===== config.mk =====
export PLATFORM = sky130hd
export DESIGN_NAME = alu_sequencer_flat
export DESIGN_NICKNAME = d
export VERILOG_FILES = /design/src/rtl/alu_sequencer_pkg.sv /design/src/rtl/alu_sequencer_if.sv /design/src/rtl/alu_sequencer_reg_file.sv /design/src/rtl/alu_sequencer.sv /design/src/flat_wrapper.sv
export SDC_FILE = /design/constraint.sdc
export NUM_CORES = 1
export LEC_CHECK = 0
export ABC_AREA = 1
export ABC_CLOCK_PERIOD_IN_PS = 2700
export CAP_MARGIN = 10
export CELL_PAD_IN_SITES_DETAIL_PLACEMENT = 0
export CELL_PAD_IN_SITES_GLOBAL_PLACEMENT = 1
export CORE_UTILIZATION = 41
export CTS_BUF_LIST = sky130_fd_sc_hd__clkbuf_8
export CTS_CLUSTER_SIZE = 16
export DETAILED_ROUTE_END_ITERATION = 10
export PLACE_DENSITY_LB_ADDON = 0.1
export SLEW_MARGIN = 30
export SYNTH_ARGS = -nofsm -noshare
export SYNTH_HDL_FRONTEND = slang
export SYNTH_HIERARCHICAL = 1
export SYNTH_SLANG_ARGS = --single-unit

===== constraint.sdc =====
create_clock -name CLK -period 2.7 [get_ports CLK]
set_clock_uncertainty 0.05 [all_clocks]
set_input_delay 0.54 -clock CLK [delete_from_list [all_inputs] [get_ports CLK]]
set_output_delay 0.54 -clock CLK [all_outputs]
set_load 0.01 [all_outputs]

===== src/rtl/alu_sequencer_pkg.sv =====
// Shared constants for the ALU sequencer: opcodes, ALU select codes,
// FSM state encoding and operand widths.
package alu_sequencer_pkg;

    localparam int DATA_W = 8;
    localparam int ADDR_W = 3;
    localparam int NUM_REGS = 8;

    localparam logic [7:0] OP_LOADI = 8'h00;
    localparam logic [7:0] OP_MOV   = 8'h01;
    localparam logic [7:0] OP_ADD   = 8'h02;
    localparam logic [7:0] OP_SUB   = 8'h03;
    localparam logic [7:0] OP_AND   = 8'h04;
    localparam logic [7:0] OP_OR    = 8'h05;

    localparam logic [2:0] SEL_PASS = 3'b000;
    localparam logic [2:0] SEL_ADD  = 3'b001;
    localparam logic [2:0] SEL_AND  = 3'b010;
    localparam logic [2:0] SEL_OR   = 3'b011;

    typedef enum logic [1:0] {
        ST_IDLE   = 2'd0,
        ST_DECODE = 2'd1,
        ST_EXEC   = 2'd2,
        ST_WB     = 2'd3
    } state_t;

    // Two's-complement negation; sub is add with a negated second operand.
    function automatic logic [DATA_W-1:0] negate8(input logic [DATA_W-1:0] v);
        return (~v) + 8'd1;
    endfunction

endpackage


===== src/rtl/alu_sequencer_if.sv =====
// Bundle of instruction handshake, external ALU, write-back and debug signals.
interface alu_sequencer_if;
    import alu_sequencer_pkg::*;

    logic [31:0]       instr;
    logic              instr_valid;
    logic              instr_ready;
    logic [DATA_W-1:0] alu_data1;
    logic [DATA_W-1:0] alu_data2;
    logic [2:0]        alu_select;
    logic [DATA_W-1:0] alu_result;
    logic              wb_valid;
    logic [ADDR_W-1:0] wb_addr;
    logic [DATA_W-1:0] wb_data;
    logic              err;
    logic [ADDR_W-1:0] dbg_addr;
    logic [DATA_W-1:0] dbg_data;

    modport master (
        output instr, instr_valid, alu_result, dbg_addr,
        input  instr_ready, alu_data1, alu_data2, alu_select,
               wb_valid, wb_addr, wb_data, err, dbg_data
    );

    modport slave (
        input  instr, instr_valid, alu_result, dbg_addr,
        output instr_ready, alu_data1, alu_data2, alu_select,
               wb_valid, wb_addr, wb_data, err, dbg_data
    );
endinterface


===== src/rtl/alu_sequencer_reg_file.sv =====
// 8 x 8-bit register file: two operand read ports, one debug read port,
// one synchronous write port.
module reg_file
    import alu_sequencer_pkg::*;
(
    input  logic              CLK,
    input  logic              RESETn,
    input  logic              we,
    input  logic [ADDR_W-1:0] waddr,
    input  logic [DATA_W-1:0] wdata,
    input  logic [ADDR_W-1:0] raddr1,
    input  logic [ADDR_W-1:0] raddr2,
    input  logic [ADDR_W-1:0] dbg_addr,
    output logic [DATA_W-1:0] rdata1,
    output logic [DATA_W-1:0] rdata2,
    output logic [DATA_W-1:0] dbg_data
);

    logic [DATA_W-1:0] regs [NUM_REGS];

    // Storage: cleared on reset, one register written per enabled edge.
    always_ff @(posedge CLK or negedge RESETn) begin
        if (!RESETn) begin
            for (int i = 0; i < NUM_REGS; i++) begin
                regs[i] <= '0;
            end
        end else if (we) begin
            regs[waddr] <= wdata;
        end
    end

    assign rdata1   = regs[raddr1];
    assign rdata2   = regs[raddr2];
    assign dbg_data = regs[dbg_addr];

endmodule


===== src/rtl/alu_sequencer.sv =====
// Multi-cycle instruction sequencer driving an external combinational ALU.
//
//  state     | meaning
//  ----------+-------------------------------------------------------------
//  ST_IDLE   | instr_ready high, waiting for instr_valid
//  ST_DECODE | read R[SRC1]/R[SRC2], classify opcode, stage ALU operands
//  ST_EXEC   | ALU operands driven, alu_result captured at end of cycle
//  ST_WB     | wb_valid pulse, R[DEST] written at end of cycle
module alu_sequencer
    import alu_sequencer_pkg::*;
(
    input  logic           CLK,
    input  logic           RESETn,
    alu_sequencer_if.slave bus
);

    state_t            state;
    logic [7:0]        op;
    logic [ADDR_W-1:0] dest;
    logic [ADDR_W-1:0] src1;
    logic [7:0]        src2;
    logic              ready;
    logic [2:0]        sel;
    logic [DATA_W-1:0] data1;
    logic [DATA_W-1:0] data2;
    logic              wb_valid;
    logic [ADDR_W-1:0] wb_addr;
    logic [DATA_W-1:0] wb_data;
    logic              err;
    logic [DATA_W-1:0] rdata1;
    logic [DATA_W-1:0] rdata2;
    logic              unused_fields;

    assign unused_fields = ^{bus.instr[23:19], bus.instr[15:11]};

    // wb_valid is high only during WB, so it doubles as the write enable;
    // the write lands on the edge that ends WB.
    reg_file u_reg_file (
        .CLK      (CLK),
        .RESETn   (RESETn),
        .we       (wb_valid),
        .waddr    (wb_addr),
        .wdata    (wb_data),
        .raddr1   (src1),
        .raddr2   (src2[ADDR_W-1:0]),
        .dbg_addr (bus.dbg_addr),
        .rdata1   (rdata1),
        .rdata2   (rdata2),
        .dbg_data (bus.dbg_data)
    );

    // Sequencing FSM with all outputs registered.
    always_ff @(posedge CLK or negedge RESETn) begin
        if (!RESETn) begin
            state    <= ST_IDLE;
            op       <= '0;
            dest     <= '0;
            src1     <= '0;
            src2     <= '0;
            ready    <= 1'b1;
            sel      <= SEL_PASS;
            data1    <= '0;
            data2    <= '0;
            wb_valid <= 1'b0;
            wb_addr  <= '0;
            wb_data  <= '0;
            err      <= 1'b0;
        end else begin
            wb_valid <= 1'b0;
            err      <= 1'b0;
            case (state)
                ST_IDLE: begin
                    if (bus.instr_valid) begin
                        op    <= bus.instr[31:24];
                        dest  <= bus.instr[18:16];
                        src1  <= bus.instr[10:8];
                        src2  <= bus.instr[7:0];
                        ready <= 1'b0;
                        state <= ST_DECODE;
                    end
                end
                ST_DECODE: begin
                    state <= ST_EXEC;
                    data1 <= '0;
                    case (op)
                        OP_LOADI: begin
                            sel   <= SEL_PASS;
                            data2 <= src2;
                        end
                        OP_MOV: begin
                            sel   <= SEL_PASS;
                            data2 <= rdata2;
                        end
                        OP_ADD: begin
                            sel   <= SEL_ADD;
                            data1 <= rdata1;
                            data2 <= rdata2;
                        end
                        OP_SUB: begin
                            sel   <= SEL_ADD;
                            data1 <= rdata1;
                            data2 <= negate8(rdata2);
                        end
                        OP_AND: begin
                            sel   <= SEL_AND;
                            data1 <= rdata1;
                            data2 <= rdata2;
                        end
                        OP_OR: begin
                            sel   <= SEL_OR;
                            data1 <= rdata1;
                            data2 <= rdata2;
                        end
                        default: begin
                            // Illegal opcode: flag it and drop the instruction.
                            err   <= 1'b1;
                            ready <= 1'b1;
                            state <= ST_IDLE;
                        end
                    endcase
                end
                ST_EXEC: begin
                    wb_data  <= bus.alu_result;
                    wb_addr  <= dest;
                    wb_valid <= 1'b1;
                    sel      <= SEL_PASS;
                    data1    <= '0;
                    data2    <= '0;
                    state    <= ST_WB;
                end
                ST_WB: begin
                    ready <= 1'b1;
                    state <= ST_IDLE;
                end
                default: begin
                    ready <= 1'b1;
                    state <= ST_IDLE;
                end
            endcase
        end
    end

    assign bus.instr_ready = ready;
    assign bus.alu_select  = sel;
    assign bus.alu_data1   = data1;
    assign bus.alu_data2   = data2;
    assign bus.wb_valid    = wb_valid;
    assign bus.wb_addr     = wb_addr;
    assign bus.wb_data     = wb_data;
    assign bus.err         = err;

endmodule


===== src/flat_wrapper.sv =====
// flat-port wrapper written by rule: the top's interface ports become plain ports
module alu_sequencer_flat import alu_sequencer_pkg::*;
  (CLK, RESETn, bus_instr, bus_instr_valid, bus_alu_result, bus_dbg_addr, bus_instr_ready, bus_alu_data1, bus_alu_data2, bus_alu_select, bus_wb_valid, bus_wb_addr, bus_wb_data, bus_err, bus_dbg_data);
  alu_sequencer_if bus_i ();
  input  logic CLK;
  input  logic RESETn;
  input wire logic [$bits(bus_i.instr)-1:0] bus_instr;
  input wire logic [$bits(bus_i.instr_valid)-1:0] bus_instr_valid;
  input wire logic [$bits(bus_i.alu_result)-1:0] bus_alu_result;
  input wire logic [$bits(bus_i.dbg_addr)-1:0] bus_dbg_addr;
  output wire logic [$bits(bus_i.instr_ready)-1:0] bus_instr_ready;
  output wire logic [$bits(bus_i.alu_data1)-1:0] bus_alu_data1;
  output wire logic [$bits(bus_i.alu_data2)-1:0] bus_alu_data2;
  output wire logic [$bits(bus_i.alu_select)-1:0] bus_alu_select;
  output wire logic [$bits(bus_i.wb_valid)-1:0] bus_wb_valid;
  output wire logic [$bits(bus_i.wb_addr)-1:0] bus_wb_addr;
  output wire logic [$bits(bus_i.wb_data)-1:0] bus_wb_data;
  output wire logic [$bits(bus_i.err)-1:0] bus_err;
  output wire logic [$bits(bus_i.dbg_data)-1:0] bus_dbg_data;
  assign bus_i.instr = bus_instr;
  assign bus_i.instr_valid = bus_instr_valid;
  assign bus_i.alu_result = bus_alu_result;
  assign bus_i.dbg_addr = bus_dbg_addr;
  assign bus_instr_ready = bus_i.instr_ready;
  assign bus_alu_data1 = bus_i.alu_data1;
  assign bus_alu_data2 = bus_i.alu_data2;
  assign bus_alu_select = bus_i.alu_select;
  assign bus_wb_valid = bus_i.wb_valid;
  assign bus_wb_addr = bus_i.wb_addr;
  assign bus_wb_data = bus_i.wb_data;
  assign bus_err = bus_i.err;
  assign bus_dbg_data = bus_i.dbg_data;
  alu_sequencer u_core (.CLK(CLK), .RESETn(RESETn), .bus(bus_i));
endmodule

; Word-level counts from Yosys, hierarchy flattened
; Index checks and enable logic that the tools add are counted.
[word_totals]
regBits = 121
out_inout_bits = 41
word_cells = 85
[classes]
n_addsub = 1
order_cmp = 5
eq_ne = 12
n_mux = 27
bitwise_logic = 5
n_reduce_logical = 14
[ops]
columns = operator, count
row1 = 8-bit binary-select mux with 3-bit select, 3
row2 = 64-bit bitwise mux, 1
row3 = 8-bit two-way mux, 8
row4 = 8-bit one-hot mux with 2 select lines, 2
row5 = 8-bit demux with 3-bit select, 1
row6 = 8-bit one-hot mux with 3 select lines, 1
row7 = "8-bit by 2-bit equality test with 1-bit output, second input constant", 2
row8 = "8-bit by 3-bit equality test with 1-bit output, second input constant", 2
row9 = "4-bit >= comparator, second input constant", 4
row10 = 3-bit inverter with 4-bit output, 4
row11 = 3-bit one-hot mux with 4 select lines, 1
row12 = "8-bit by 1-bit adder with 8-bit output, second input constant", 1
row13 = "8-bit by 1-bit equality test with 1-bit output, second input constant", 1
row14 = 8-bit zero test, 1
row15 = 8-bit inverter, 1
row16 = 2-bit one-hot mux with 4 select lines, 1
row17 = 4-bit OR reduction, 2
row18 = 3-bit one-hot mux with 2 select lines, 1
row19 = 2-bit AND reduction, 3
row20 = 6-bit OR reduction, 1
row21 = 1-bit two-way mux, 5
row22 = "5-bit by 3-bit != test with 1-bit output, second input constant", 1
row23 = "2-bit equality test, second input constant", 2
row24 = "4-bit by 1-bit < comparator with 1-bit output, second input constant", 1
row25 = other kinds (11), 14

; Longest topological paths before layout
[logic_depth]
word_depth = 8
mapped_depth = 19
mapped_depth_nobuf = 17

; Modules after synthesis
; Netlist, hierarchy kept.
[by_module_without_submodules]
columns = module, n_inst, cells_per_inst, area_each_um2, seq_area_each_um2
row1 = reg_file, 1, 739, 4414.2, 1601.5
row2 = alu_sequencer, 1, 300, 2641.3, 1402.6

; Worst setup path before layout
; No wires, ideal clock.
[synth_timing]
kind = register to register
start = register u_core.src2[1]
end = register u_core.data2[4], in the netlist u_core/bus.alu_data2[4]
setup_time_ns = 0.116
arrival_time_ns = 1.784
required_time_ns = 2.534
slack_ns = 0.749
path_stages_with_launch = 18
n_path_buf = 2
cell_sequence = dfrtp_1 -> buf_2 -> inv_1 -> buf_2 -> nand3_1 -> nand2_1 -> nand2_1 -> nand2_1 -> inv_1 -> ha_1 -> nand2_1 -> nand2_1 -> nand2_1 -> inv_1 -> nand2_1 -> nand3_1 -> nand2_1 -> nand2_1
[synth_via]
elab_chain_cells = 8
[synth_lines]
columns = item, line_no
row1 = start: declaration, alu_sequencer.sv:21  ; logic [7:0] src2;
row2 = start signal: assignment, alu_sequencer.sv:77  ; src2 <= bus.instr[7:0];
row3 = 3-bit inverter with 4-bit output (not written as such), alu_sequencer_reg_file.sv:33  ; assign rdata2 = regs[raddr2];
row4 = 8-bit binary-select mux with 3-bit select, alu_sequencer_reg_file.sv:33
row5 = 8-bit two-way mux (not written as such) (2 in a row), alu_sequencer_reg_file.sv:33
row6 = via u_core.rdata2[0], alu_sequencer.sv:31  ; logic [DATA_W-1:0] rdata2;
row7 = 8-bit inverter, alu_sequencer_pkg.sv:30  ; return (~v) + 8'd1;
row8 = 8-bit by 1-bit adder with 8-bit output, alu_sequencer_pkg.sv:30
row9 = 8-bit one-hot mux with 3 select lines, alu_sequencer.sv:85  ; case (op)
row10 = 8-bit one-hot mux with 2 select lines, alu_sequencer.sv:71  ; case (state)
row11 = end signal: assignment, alu_sequencer.sv:88  ; data2 <= src2;
row12 = end signal: assignment, alu_sequencer.sv:92  ; data2 <= rdata2;
row13 = end signal: assignment, alu_sequencer.sv:97  ; data2 <= rdata2;
row14 = end: declaration, alu_sequencer.sv:25  ; logic [DATA_W-1:0] data2;
; The timed path passes the listed nets, and every way through them passes these cells. The select of a mux whose other input is x is not followed.
; A chain may end at the register's enable or synchronous reset.

; Worst setup path after layout
[layout_timing]
start = input bus_dbg_addr[0]
end = output bus_dbg_data[7]
[layout_via]
elab_chain_cells = 4
[layout_lines]
columns = item, line_no
row1 = start: declaration, flat_wrapper.sv:10  ; input wire logic [$bits(bus_i.dbg_addr)-1:0] bus_dbg_addr;
row2 = 3-bit inverter with 4-bit output (not written as such), alu_sequencer_reg_file.sv:34  ; assign dbg_data = regs[dbg_addr];
row3 = 8-bit binary-select mux with 3-bit select, alu_sequencer_reg_file.sv:34
row4 = 8-bit two-way mux (not written as such) (2 in a row), alu_sequencer_reg_file.sv:34
row5 = end: declaration, flat_wrapper.sv:19  ; output wire logic [$bits(bus_i.dbg_data)-1:0] bus_dbg_data;
; No other way between the ends. The select of a mux whose other input is x is not followed.

==> flow_summary.yaml <==
clock_network:
  clk_pin_slew_ns: 0.07
  cts-root-buf: "clkbuf_8"
  cts-buffers-inserted: 17
  cts_tree: "built"
  ctsHtreeMaxLevel: 4
  clkLatencyLatePin_ns: 0.45
  cts_buffer_depth: 2
  postCtsSetupBuffers: 0
  cts.sinks: 120
run:
  drv_cap: 0
worst_setup_path:
  slowest_stage: "clkdlybuf4s50_1"
  start_kind: "input pin"
  critPathMostFrequentCell: "nand2_1"
  end_kind: "primary output"
  crit_arrival_ns: 1.95
  max_stage_delay_ns: 0.47
  crit_fanout: 12
  path_cells: "clkdlybuf4s50_1 -> buf_4 -> buf_12 -> nand2_1 -> nand3_1 -> nand2_1 -> nand2_1 -> nand2_1 -> dlygate4sd2_1"
  path_class: "in -> out"
  required_ns: 2.11
  r2r_slack_ns: 0.44
route:
  dr.pass1.iters: 6
  drt_iter0_drc: 558
  drtAntennaViolNets: 0
  wl_per_cell_um: 15.6
  vias_per_cell: 5.00
  drc_errors: 0
  vias: 6725
  finalWirelength_um: 20900
timing:
  tightest_slew_ns: 0.782
  rsz0062_at_grt: "false"
  fmax_mhz: 393
  finalCritPeriodShare: 0.942
  setup_viol: 0
  fin_crit_ns: 2.54
  relSlewSlack: 0.478
  finalHoldViolations: 0
  final_max_slew_viol_count: 0
pwr:
  p_seq_frac: 0.288
  leakagePower_nw: 4.60
  p_sw_mw: 4.97
  clkPwrFrac: 0.157
  power.total_mw: 10.3
  pwr-share-comb: 0.554
  p_sw_frac: 0.484
  max-vdd-ir-drop_v: 0.000708
  p_per_area_nw_per_um2: 1210
  p_int_mw: 5.31
finish:
  multiInputGateArea_um2: 3380
  postLayoutCellArea_um2: 8490
  diodes: 0
  fin_nets: 1164
  nFillCells: 1739
  drive_gt1_frac: 0.0800
  syn_to_final_growth_pct: 20.4
  seqCellArea_um2: 3000
synthesis:
  synth.top_cell.area_share: 0.422
  synth_seq_cells: 120
  yosysTopAreaCell: "dfrtp_1"
  synth_cell_types: 29
  yosysMostFrequentCell: "nand2_1"
  ys_top_cells_by_area: "dfrtp_1 42%, nand2_1 26%, nand3_1 8.6%"
  ys.flop_type: "dfrtp_1"
  synth_common_cells: "498 x nand2_1, 121 x nand3_1, 119 x dfrtp_1, 107 x inv_1, 66 x o21ai_0"
  synth_edf_count: 0
  synth-async-reset-ratio: 1.00
  synthesis.area_um2: 7060
  synth_seq_area_share: 0.426
  syn_nets: 1091
  avgSynthCellArea_um2: 6.79
  syn_inst: 1039
  yosysWarningCount: 6
floorplan:
  core_um2: 16700
  ios: 87
  die_w_um: 133
  die_area_um2: 17700
  num_rows: 47
  start_util: 0.422
  die_h_um: 133
global_routing:
  gr-total-overflow: 0
  antenna_found_initial: 0
  first_global_vias: 6133
  grt_max_degree: 49
  grt_first_pass_wirelength_um: 34100
  grt_usage: 0.252
outcome:
  status: "finished, final reports clean"
placed_design:
  port_buffers: 75
  place.gp.congestion: 0.859
  dpl.hpwl_um: 15000
  place_area_um2: 8110
min_path:
  hp-class: "reg -> reg"
[critical path: cells and delay by family]
kind                   cells  cell delay, ns
buffers and inverters      4            1.04
AND/OR/NAND/NOR            5            0.36
[layout make-up]
| cell class | count | share of cell area |
|---|---|---|
| multi-input combinational | 761 | 0.398 |
| sequential | 120 | 0.354 |
| timing repair buffer | 102 | 0.121 |
| inverter | 110 | 0.0486 |
| tap | 220 | 0.0324 |
| clock buffer | 17 | 0.0276 |
| clock inverter | 15 | 0.0181 |
[final timing paths]
path | start | endpoint | cells past startpoint
worst max-delay path | bus_dbg_addr[0] | bus_dbg_data[7] | 9
worst min-delay path | u_core/bus.alu_data1[5] | u_core/bus.alu_data1[5] | 2
worst max register to register | u_core/src2[1] | u_core/bus.alu_data2[7] | 15
worst min register to register | u_core/bus.alu_data1[5] | u_core/bus.alu_data1[5] | 2
max in group asynchronous | RESETn | u_core/bus.instr_ready | 3
min in group asynchronous | RESETn | u_core/u_reg_file/regs[59] | 2
[placed cells by master, fill, tap and decap left out, types with 4 or more instances in the layout]
cell / n
a21oi_1: 4
buf_12: 7
buf_4: 20
clkbuf_8: 17
clkdlybuf4s50_1: 65
clkinv_4: 4
dfrtp_1: 119
dlygate4sd2_1: 9
ha_1: 6
inv_1: 107
inv_2: 4
mux2_2: 19
nand2_1: 498
nand3_1: 121
nand4_1: 11
nor2_1: 18
o21ai_0: 66
[per-stage QoR]
step	util	worst slack, ns	setup TNS [ns]	instances	hold WS [ns]
2_1_floorplan	-	0.749	0	1039	0.194
3_3_place_gp	0.485	-0.143	-0.740	1312	0.404
3_5_place_dp	0.485	-0.133	-0.683	1312	0.415
4_1_cts	0.508	0.155	0	1345	0.435
5_1_grt	0.508	0.0570	0	1345	0.449
6_report	0.508	0.156	0	1345	0.431
[timing repair]
action                                  CTS  global route
hold buffers                              1             0
endpoints found under the setup margin    8             0
resized for setup                        10             0
hold endpoints to repair                 26             0
[state kept, by name (all words and copies together) (netlist names), 2 cells and up, named ones only]
| signal | count |
|---|---|
| u_core/bus.wb_data | 8 |
| u_core/u_reg_file/regs | 64 |
| u_core/op | 8 |
| u_core/bus.alu_select | 2 |
| u_core/dest | 3 |
| u_core/bus.alu_data2 | 8 |
| u_core/bus.alu_data1 | 8 |
| u_core/src2 | 8 |
| u_core/src1 | 3 |
| u_core/bus.wb_addr | 3 |
[metal layers]
metal / wire length (µm) / vias up / track usage / part of all wire
met5: 0 / - / 0 / 0
met4: 386 / 0 / 0.0821 / 0.018
met3: 1110 / 22 / 0.0460 / 0.053
met2: 9080 / 210 / 0.372 / 0.43
met1: 10300 / 3108 / 0.370 / 0.49
li1: - / 3385 / - / -
[kinds of logic (layout without fill, tap and decap cells)]
logic type	after synthesis	after routing	synth area share
AND/OR/NAND/NOR	657	657	0.381
XOR/XNOR	2	2	0.00248
other	1	1	0.000531
AO/OA/AOI/OAI	76	76	0.0548
multiplexers	19	19	0.0303
buffers and inverters	158	244	0.0949
adder cells (fa/ha/maj)	6	6	0.0106
flip-flops	120	120	0.426
[power groups by stage]
stage               Sequential (mW)  Combinational [mW]  Clock [mW]
floorplan                      2.96                3.75           0
global placement               2.97                5.62           0
detailed placement             2.99                5.66           0
CTS                            2.97                5.66        1.67
global route                   3.06                6.43        1.75
finish                         2.96                5.70        1.62
Note: power is estimated with default switching activity, not from simulation.
